===== src/rtl/sm_pkg.sv =====
// Shared definitions for the S-Machine fetch path: default widths, reset PC and fetch FSM states.
package sm_pkg;

    localparam int DEF_ADDR_W     = 8;
    localparam int DEF_INST_W     = 16;
    localparam int DEF_FIFO_DEPTH = 4;
    localparam int DEF_RESET_PC   = 0;

    typedef enum logic [1:0] {
        IDLE  = 2'd0,
        REQ   = 2'd1,
        FLUSH = 2'd2
    } fetch_state_t;

    // Occupancy counter width for a FIFO of the given depth (must reach DEPTH itself).
    function automatic int cnt_width(input int depth);
        return $clog2(depth) + 1;
    endfunction

endpackage


===== src/rtl/sm_sync_fifo.sv =====
// Small synchronous FIFO with show-ahead head, flush and occupancy count.
// Depth must be a power of two so the pointers wrap naturally.
module sm_sync_fifo
    import sm_pkg::*;
#(
    parameter int WIDTH = 24,
    parameter int DEPTH = 4
) (
    input  logic                        clk,
    input  logic                        reset,
    input  logic                        push,
    input  logic [WIDTH-1:0]            push_data,
    input  logic                        pop,
    input  logic                        flush,
    output logic [WIDTH-1:0]            pop_data,
    output logic [cnt_width(DEPTH)-1:0] count,
    output logic                        full,
    output logic                        empty
);

    localparam int PTR_W = $clog2(DEPTH);
    localparam int CNT_W = cnt_width(DEPTH);

    logic [WIDTH-1:0] mem_r [DEPTH];
    logic [PTR_W-1:0] wr_ptr_r;
    logic [PTR_W-1:0] rd_ptr_r;
    logic             push_ok_s;
    logic             pop_ok_s;

    assign full      = (count == CNT_W'(DEPTH));
    assign empty     = (count == CNT_W'(0));
    assign pop_data  = mem_r[rd_ptr_r];
    assign pop_ok_s  = pop && !empty;
    assign push_ok_s = push && (!full || pop_ok_s);

    // Pointer and occupancy bookkeeping; flush empties the queue without touching storage.
    always_ff @(posedge clk) begin
        if (reset || flush) begin
            wr_ptr_r <= PTR_W'(0);
            rd_ptr_r <= PTR_W'(0);
            count    <= CNT_W'(0);
        end else begin
            if (push_ok_s) begin
                wr_ptr_r <= wr_ptr_r + PTR_W'(1);
            end
            if (pop_ok_s) begin
                rd_ptr_r <= rd_ptr_r + PTR_W'(1);
            end
            count <= count + CNT_W'(push_ok_s) - CNT_W'(pop_ok_s);
        end
    end

    // Entry storage; contents are don't-care until written, so no reset is needed.
    always_ff @(posedge clk) begin
        if (push_ok_s) begin
            mem_r[wr_ptr_r] <= push_data;
        end
    end

endmodule


===== src/rtl/inst_fetch_unit.sv =====
// Instruction fetch unit: prefetches 16-bit instructions over a single-outstanding
// req/ack memory port into a small FIFO and issues them to the CPU as inst + enable strobe.
// Redirect discards buffered and in-flight fetches and restarts at redirect_pc.
module inst_fetch_unit
    import sm_pkg::*;
#(
    parameter int                ADDR_W     = DEF_ADDR_W,
    parameter int                INST_W     = DEF_INST_W,
    parameter int                FIFO_DEPTH = DEF_FIFO_DEPTH,
    parameter logic [ADDR_W-1:0] RESET_PC   = ADDR_W'(DEF_RESET_PC)
) (
    input  logic              clk,
    input  logic              reset,
    input  logic              run,
    input  logic              hold,
    input  logic              redirect,
    input  logic [ADDR_W-1:0] redirect_pc,
    output logic              imem_req,
    output logic [ADDR_W-1:0] imem_addr,
    input  logic              imem_ack,
    input  logic [INST_W-1:0] imem_rdata,
    output logic [INST_W-1:0] inst,
    output logic              enable,
    output logic [ADDR_W-1:0] issue_pc
);

    localparam int              CNT_W   = cnt_width(FIFO_DEPTH);
    localparam int              ENT_W   = INST_W + ADDR_W;
    localparam logic [CNT_W:0]  DEPTH_V = (CNT_W + 1)'(FIFO_DEPTH);

    fetch_state_t       state_r;
    logic [ADDR_W-1:0]  fetch_ptr_r;
    logic [ADDR_W-1:0]  ptr_inc_s;
    logic               push_s;
    logic               pop_s;
    logic               space_s;
    logic               fifo_full_s;
    logic               fifo_empty_s;
    logic [CNT_W-1:0]   fifo_count_s;
    logic [CNT_W:0]     count_after_s;
    logic [ENT_W-1:0]   push_data_s;
    logic [ENT_W-1:0]   head_s;

    assign push_data_s = {imem_rdata, imem_addr};

    sm_sync_fifo #(
        .WIDTH (ENT_W),
        .DEPTH (FIFO_DEPTH)
    ) u_fifo (
        .clk       (clk),
        .reset     (reset),
        .push      (push_s),
        .push_data (push_data_s),
        .pop       (pop_s),
        .flush     (redirect),
        .pop_data  (head_s),
        .count     (fifo_count_s),
        .full      (fifo_full_s),
        .empty     (fifo_empty_s)
    );

    // FIFO control and space check; space looks at occupancy after this cycle's push/pop,
    // since a request started now will land on top of that.
    always_comb begin
        pop_s = run && !hold && !redirect && !fifo_empty_s;
        if ((state_r == REQ) && imem_ack && !redirect) begin
            push_s = !fifo_full_s || pop_s;
        end else begin
            push_s = 1'b0;
        end
        count_after_s = (CNT_W + 1)'(fifo_count_s) + (CNT_W + 1)'(push_s) - (CNT_W + 1)'(pop_s);
        space_s       = (count_after_s < DEPTH_V);
        ptr_inc_s     = fetch_ptr_r + ADDR_W'(1);
    end

    // Fetch FSM: owns the memory request, its address and the next fetch pointer.
    always_ff @(posedge clk) begin
        if (reset) begin
            state_r     <= IDLE;
            imem_req    <= 1'b0;
            imem_addr   <= RESET_PC;
            fetch_ptr_r <= RESET_PC;
        end else begin
            case (state_r)
                IDLE: begin
                    if (redirect) begin
                        fetch_ptr_r <= redirect_pc;
                    end else if (run && space_s) begin
                        state_r   <= REQ;
                        imem_req  <= 1'b1;
                        imem_addr <= fetch_ptr_r;
                    end else begin
                        state_r <= IDLE;
                    end
                end
                REQ: begin
                    if (redirect) begin
                        fetch_ptr_r <= redirect_pc;
                        if (imem_ack) begin
                            // Data arriving with the redirect belongs to the old stream.
                            state_r  <= IDLE;
                            imem_req <= 1'b0;
                        end else begin
                            // Request must stay up until memory completes it.
                            state_r <= FLUSH;
                        end
                    end else if (imem_ack) begin
                        fetch_ptr_r <= ptr_inc_s;
                        if (run && space_s) begin
                            imem_addr <= ptr_inc_s;
                        end else begin
                            state_r  <= IDLE;
                            imem_req <= 1'b0;
                        end
                    end else begin
                        state_r <= REQ;
                    end
                end
                FLUSH: begin
                    if (redirect) begin
                        fetch_ptr_r <= redirect_pc;
                    end
                    if (imem_ack) begin
                        state_r  <= IDLE;
                        imem_req <= 1'b0;
                    end
                end
                default: begin
                    state_r  <= IDLE;
                    imem_req <= 1'b0;
                end
            endcase
        end
    end

    // Issue register: one strobe per popped entry; inst and issue_pc hold between issues.
    always_ff @(posedge clk) begin
        if (reset) begin
            inst     <= '0;
            issue_pc <= '0;
            enable   <= 1'b0;
        end else if (pop_s) begin
            inst     <= head_s[ENT_W-1:ADDR_W];
            issue_pc <= head_s[ADDR_W-1:0];
            enable   <= 1'b1;
        end else begin
            enable <= 1'b0;
        end
    end

endmodule


===== config.mk =====
export PLATFORM = sky130hd
export DESIGN_NAME = inst_fetch_unit
export DESIGN_NICKNAME = d
export VERILOG_FILES = /design/src/rtl/sm_pkg.sv /design/src/rtl/sm_sync_fifo.sv /design/src/rtl/inst_fetch_unit.sv
export SDC_FILE = /design/constraint.sdc
export NUM_CORES = 1
export LEC_CHECK = 0
export CAP_MARGIN = 20
export CORE_UTILIZATION = 35
export CTS_CLUSTER_DIAMETER = 50
export DETAILED_ROUTE_END_ITERATION = 10
export GPL_TIMING_DRIVEN = 0
export PLACE_DENSITY_LB_ADDON = 0.3
export SKIP_CTS_REPAIR_TIMING = 1
export SLEW_MARGIN = 5
export SYNTH_ARGS = -nofsm -noshare
export SYNTH_HDL_FRONTEND = slang
export SYNTH_SLANG_ARGS = --single-unit
export TNS_END_PERCENT = 20

===== constraint.sdc =====
create_clock -name clk -period 3.4 [get_ports clk]
set_input_delay 0.34 -clock clk [delete_from_list [all_inputs] [get_ports clk]]
set_output_delay 0.34 -clock clk [all_outputs]
set_load 0.01 [all_outputs]

# Word level (Yosys, flattened, before mapping)
# Memory sizes are Yosys's and may differ from the RTL's. A register that Yosys moved wholly into a read port is not among the register bits.
# Index checks and enable logic that the tools add are counted.
# Widths: inputs -> output; s select.
# totals
reg_bits	27
latch_bits	0
mem_bits_rw	96
mem_bits_ro	0
wordCells	83
n_memories	1
# op_classes
addsub	7
mul	0
n_div	0
order_cmp	1
n_eq_ne	13
shift	0
mux	29
bitwise_logic	0
reduce_logical	24
# mem_list
name	depth	width	read_ports	rd_ports_with_merged_regs	write_ports	line_no	rtl
u_fifo.mem_r	4	24	1	1	1	sm_sync_fifo.sv:24	logic [WIDTH-1:0] mem_r [DEPTH];
# op_table
op	count
$mux 8	8
$pmux 8 s2	2
$mux 2	6
$mux 1	11
$ne 2x2->1 const B	5
$add 8x1->8 const B	1
$logic_and 1x1->1	8
$ne 3x3->1 const B	2
$pmux 2 s3	1
$reduce_and 3->1	2
$reduce_and 6->1	1
$add 2x1->2 const B	2
$add 3x1->4	1
$logic_not 1->1	4
$lt 4x3->1 const B	1
$ne 2x1->1 const B	2
$ne 4x4->1 const B	1
$reduce_and 4->1	1
$reduce_bool 2->1	2
$sub 4x1->4	1
$add 3x1->3	1
$eq 3x3->1 const B	1
$logic_not 3->1	1
$logic_or 1x1->1	3
other kinds (6)	6

# Longest topological paths before layout
# Gate-level depths: netlist of the first run.
# logic_depth
depth_word	14
ltp_mapped	14

# Cells and area by module
# A second synthesis of the first run with hierarchy kept.
# unflattened
cells_unflattened	442
area_unflattened_um2	6110.9
# modules_own_cells
module	instances	cells_each	area_per_inst_um2
sm_sync_fifo	1	174	3931.3
inst_fetch_unit	1	268	2179.6

# Least setup slack after synthesis of the first run
# No wires, ideal clock.
# synth_path
kind	input to register
startpoint	in redirect
endpoint	reg imem_req
arrival_ns	2.760
setup_slack_ns	0.508
stages	12
n_path_buf	2
path_cell_list	buf_4 nor3b_1 o31ai_1 inv_2 clkbuf_1 nand2_1 ha_1 nor2b_1 a211o_1 and2_4 a2111oi_4 nor4_2
# synth_between
elab_chain_len	11
# synth_rtl
element	line_no	rtl
start: declaration	inst_fetch_unit.sv:16	input logic redirect,
$logic_not 1->1 *	inst_fetch_unit.sv:65	pop_s = run && !hold && !redirect && !fifo_empty_s;
$logic_and 1x1->1 * (2 in series)	inst_fetch_unit.sv:65	
via pop_s	inst_fetch_unit.sv:35	logic pop_s;
$logic_or 1x1->1	inst_fetch_unit.sv:67	push_s = !fifo_full_s || pop_s;
$mux 1	inst_fetch_unit.sv:66	if ((state_r == REQ) && imem_ack && !redirect) begin
$add 3x1->4	inst_fetch_unit.sv:71	count_after_s = (CNT_W + 1)'(fifo_count_s) + (CNT_W + 1)'(push_s) - (CNT_W + 1)'(pop_s);
$sub 4x1->4 *	inst_fetch_unit.sv:71	
$lt 4x3->1 *	inst_fetch_unit.sv:72	space_s = (count_after_s < DEPTH_V);
$logic_and 1x1->1 *	inst_fetch_unit.sv:88, inst_fetch_unit.sv:109	
$ne 3x3->1 (no line) / $ne 2x2->1 (equally long branches)	n/a	
$reduce_and 4->1 (no line) *	n/a	
end signal: assignment	inst_fetch_unit.sv:80	imem_req <= 1'b0;
end signal: assignment	inst_fetch_unit.sv:90	imem_req <= 1'b1;
end signal: assignment	inst_fetch_unit.sv:113	imem_req <= 1'b0;
end: declaration	inst_fetch_unit.sv:18	output logic imem_req,
# Mark *: on every way through the listed nets, which the timed path passes. The rest lies on a longest branch.
# A chain may end at the register's enable or synchronous reset.

# Final worst setup path of the first run
# layout_path
startpoint	in run
endpoint	reg imem_req
# layout_between
elab_chain_len	11
# layout_rtl
element	line_no	rtl
start: declaration	inst_fetch_unit.sv:14	input logic run,
$logic_and 1x1->1 (3 in series)	inst_fetch_unit.sv:65	
$logic_or 1x1->1	inst_fetch_unit.sv:67	
$mux 1	inst_fetch_unit.sv:66	
$add 3x1->4	inst_fetch_unit.sv:71	
$sub 4x1->4	inst_fetch_unit.sv:71	
$lt 4x3->1	inst_fetch_unit.sv:72	
$logic_and 1x1->1 *	inst_fetch_unit.sv:88, inst_fetch_unit.sv:109	
$ne 3x3->1 (no line) / $ne 2x2->1 (equally long branches)	n/a	
$reduce_and 4->1 (no line) *	n/a	
# Every way passes the cells marked *; elsewhere a longest branch is shown, timed or not.

==> results of run 1 <==
==> worst paths after layout <==
check | end | startpoint | slack [ps] | depth (start not counted)
max | imem_req$_SDFFE_PP0P_ | run | 380 | 12
min | state_r[0]$_SDFFE_PP0P_ | redirect | 180 | 2
max reg2reg | imem_req$_SDFFE_PP0P_ | u_fifo.count[1]$_SDFF_PP0_ | 450 | 9
min reg2reg | inst[12]$_SDFFE_PP0P_ | inst[12]$_SDFFE_PP0P_ | 460 | 2
==> stage by stage <==
step / utilization [%] / instances
3_5_place_dp: 42.3 / 700
5_1_grt: 46.0 / 731
4_1_cts: 46.0 / 732
2_1_floorplan: - / 419
3_3_place_gp: 41.9 / 696
6_report: 46.0 / 731
==> power by group through the flow <==
stage	clock network (mW)	logic [mW]	registers, mW
2_1_floorplan	0	0.0773	1.98
6_report	1.90	0.159	1.95
3_5_place_dp	0	0.160	1.98
3_3_place_gp	0	0.157	1.98
5_1_grt	2.01	0.176	1.95
4_1_cts	1.94	0.161	1.95
==> registers in the layout (all words and copies together), names as in the netlist, 2 cells and up <==
register,cells
u_fifo.count,3
u_fifo.mem_r,96
state_r,2
imem_addr,8
fetch_ptr_r,8
u_fifo.wr_ptr_r,2
issue_pc,8
u_fifo.rd_ptr_r,2
inst,16
==> synth_stat cells, types with 6 or more instances <==
cell type  count
edfxtp_1      96
nand2_1       60
nor2_1        31
inv_1          8
clkbuf_1      17
dfxtp_1       51
xnor2_1        7
a21oi_1       30
mux4_2        24
and2_1         6
ha_1           9
o21ai_0        7
a22oi_1        6
==> kinds of logic (layout without fill, tap and decap cells) <==
family	after synthesis	count (layout)
adders and majority gates	10	10
muxes	26	26
xor gates and xnor gates	11	11
AOI/OAI and AO/OA	67	67
DFF	147	147
buffers and inverters	34	130
and+or+nand+nor	124	124
==> cell usage in the layout (no fill, tap or decap), drive strengths merged, types with 2 or more instances in the layout <==
| master | count |
|---|---|
| and3 | 4 |
| clkdlybuf4s50 | 61 |
| buf | 11 |
| mux4 | 24 |
| a2111oi | 2 |
| nand2 | 60 |
| xnor2 | 7 |
| nor2 | 31 |
| nor4 | 2 |
| a21oi | 31 |
| o31ai | 5 |
| a22oi | 6 |
| nor3b | 2 |
| clkinv | 8 |
| nand2b | 4 |
| clkbuf | 35 |
| and2 | 7 |
| edfxtp | 96 |
| mux2i | 2 |
| nor3 | 3 |
| o21ai | 7 |
| nor2b | 3 |
| xor2 | 4 |
| bufinv | 4 |
| a211oi | 7 |
| nand3 | 5 |
| inv | 10 |
| ha | 9 |
| dfxtp | 51 |
==> critical path, cell delays in order <==
cell             delay [ps]
clkdlybuf4s50_1         520
nor3b_1                 320
o31ai_1                 230
inv_2                   360
nand2_1                 110
ha_1                    280
nor2b_1                 160
and2_1                  140
o211ai_1                140
and2_4                  240
a2111oi_4               350
nor4_2                   80
==> layer usage <==
metal	vias to the layer above	global-route usage (%)	wire (um)
met5	-	0	0
met4	0	4.07	46
met3	4	4.44	483
met2	72	23.3	5750
met1	1785	18.1	5280
li1	1724	-	-
==> layout make-up <==
| class | instances | area [um2] |
|---|---|---|
| Buffer | 23 | 108 |
| Clock buffer | 19 | 443 |
| Clock inverter | 13 | 164 |
| Fill cell | 1458 | 8700 |
| Inverter | 10 | 37.5 |
| Multi-Input combinational cell | 238 | 1810 |
| Sequential cell | 147 | 3900 |
| Tap cell | 216 | 270 |
| Timing Repair Buffer | 65 | 673 |
==> summary.md, run 1 <==
| Metric | Value |
|---|---|
| Power per cell area | 540 nW/um2 |
| Post-synth top area cell | edfxtp_1 |
| Psw | 0.772 mW |
| Post-synth EDFFs | 96 |
| Htree depth | 4 |
| Hold WC Path Type | in -> reg |
| Post-synthesis mux area share | 9.56% |
| Final #Nets | 542 |
| Clock skew | 7.94 ps |
| Compound-Gate Fraction of Synth Area | 7.96% |
| Comb power frac | 4.0% |
| Post-synth top flop | edfxtp_1 |
| Xor/xnor share of the synthesized area | 1.64% |
| Clk_lat worst skew | 410 ps |
| Diode count | 0 |
| CTS tree | done |
| Width of the die | 131 um |
| Maximum capacitance violations | 0 |
| Final setup margin | 377 ps |
| Post-route ant nets | 0 |
| Max Buffers Root-to-Sink | 2 |
| CTS Sinks | 147 |
| Area delta synth->final | 26.4% |
| Outcome | complete, no violations |
| Total internal power | 3.23 mW |
| Clock-pin transition on the worst setup and hold timing paths | 60 ps |
| Switch share | 19.3% |
| Routed wire length | 11.6 mm |
| Synth top area cells | edfxtp_1 49%, dfxtp_1 17%, mux4_2 9.2%, nand2_1 3.8%, a21oi_1 2.6% |
| Vias in the first global route | 3661 |
| Share of layout cells above drive strength 1 | 14.2% |
| Final Hold Vio Count | 0 |
| Leak | 2.42 nW |
| CTS buffer count | 17 |
| Final Max Slew Viols | 0 |
| Register area share after synthesis | 66.6% |
| Ys async rst share | 0% |
| Main combinational cell family by area after synthesis | multiplexers |
| VDD IR max | 325 uV |
| Worst Tran Pin Value | 749 ps |
| Initial cell density of the core | 36.4% |
| WS Path Type | in -> reg |
| Endpoints failing setup | 0 |
| Via Count | 3585 |
| Max FO, Critical Path | 19 |
| Router iterations before antenna repair | 4 |
| Power after layout | 4.01 mW |
| Fraction of the mapped netlist area in simple logic gates | 9.49% |
| Cell area after synthesis | 5870 um2 |
| IO Port Bufs | 61 |
| First-pass GRT wire length | 18.8 mm |
| Vias per cell | 4.90 |
| I/O pins | 64 |
| Die Area | 17300 um2 |
| Req. time, crit path | 3670 ps |
| Initial antenna violation count | 0 |
| DRC violations left | 0 |
| Syn avg cell area | 14.0 um2 |
| Crit path capture type | flop |
| Placer Congestion | 0.780 |
| Arr. time, crit path | 3300 ps |
| WL per Instance | 15.8 um |
| Clock share of power | 47.4% |
| 1st-iter DRT viols | 176 |
| Total global routing overflow | 0 |
| RSZ-0062 raised after global routing | no |
| Post-DP HPWL | 7.93 mm |
| Post-Synthesis Cells | 419 |
| CP Launch Type | input pin |
| Core area | 16100 um2 |
| Post-route minimum period | 3020 ps |
| Yosys cell types | 48 |
| Warnings from Yosys | 0 |
| Hold_ws | 182 ps |
| Relative slew slack | 50.1% |
| Root Driver | clkbuf_16 |
| Yosys top cell area share | 49.1% |
| Maximum clock frequency | 331 MHz |
| Largest net degree at the start of global routing | 25 |
| Setup TNS | 0 ps |
| Part of the cycle the worst path needs | 88.9% |
| Cell area after layout | 7410 um2 |
| Area share of fa/ha/maj cells after synthesis | 2.26% |
| Syn_nets | 459 |
| # rows | 46 |
| Flop pwr share | 48.6% |
| Synth Register Bits | 147 |
| Area after DPL | 6810 um2 |
| Die Span Y | 131 um |
| Gr usage total | 14.2% |
| Pre-CTS setup slack | -419 ps |
(Power assumes the default switching activity.)
==> run 2: changes to the inputs <==
--- a/config.mk
+++ b/config.mk
@@ -9,6 +9,7 @@
 export CORE_UTILIZATION = 35
 export CTS_CLUSTER_DIAMETER = 50
 export DETAILED_ROUTE_END_ITERATION = 10
+export GPL_ROUTABILITY_DRIVEN = 0
 export GPL_TIMING_DRIVEN = 0
 export PLACE_DENSITY_LB_ADDON = 0.3
 export SKIP_CTS_REPAIR_TIMING = 1
==> results of run 2 <==
Final layout, timing and power as in run 1 (identical DEF).
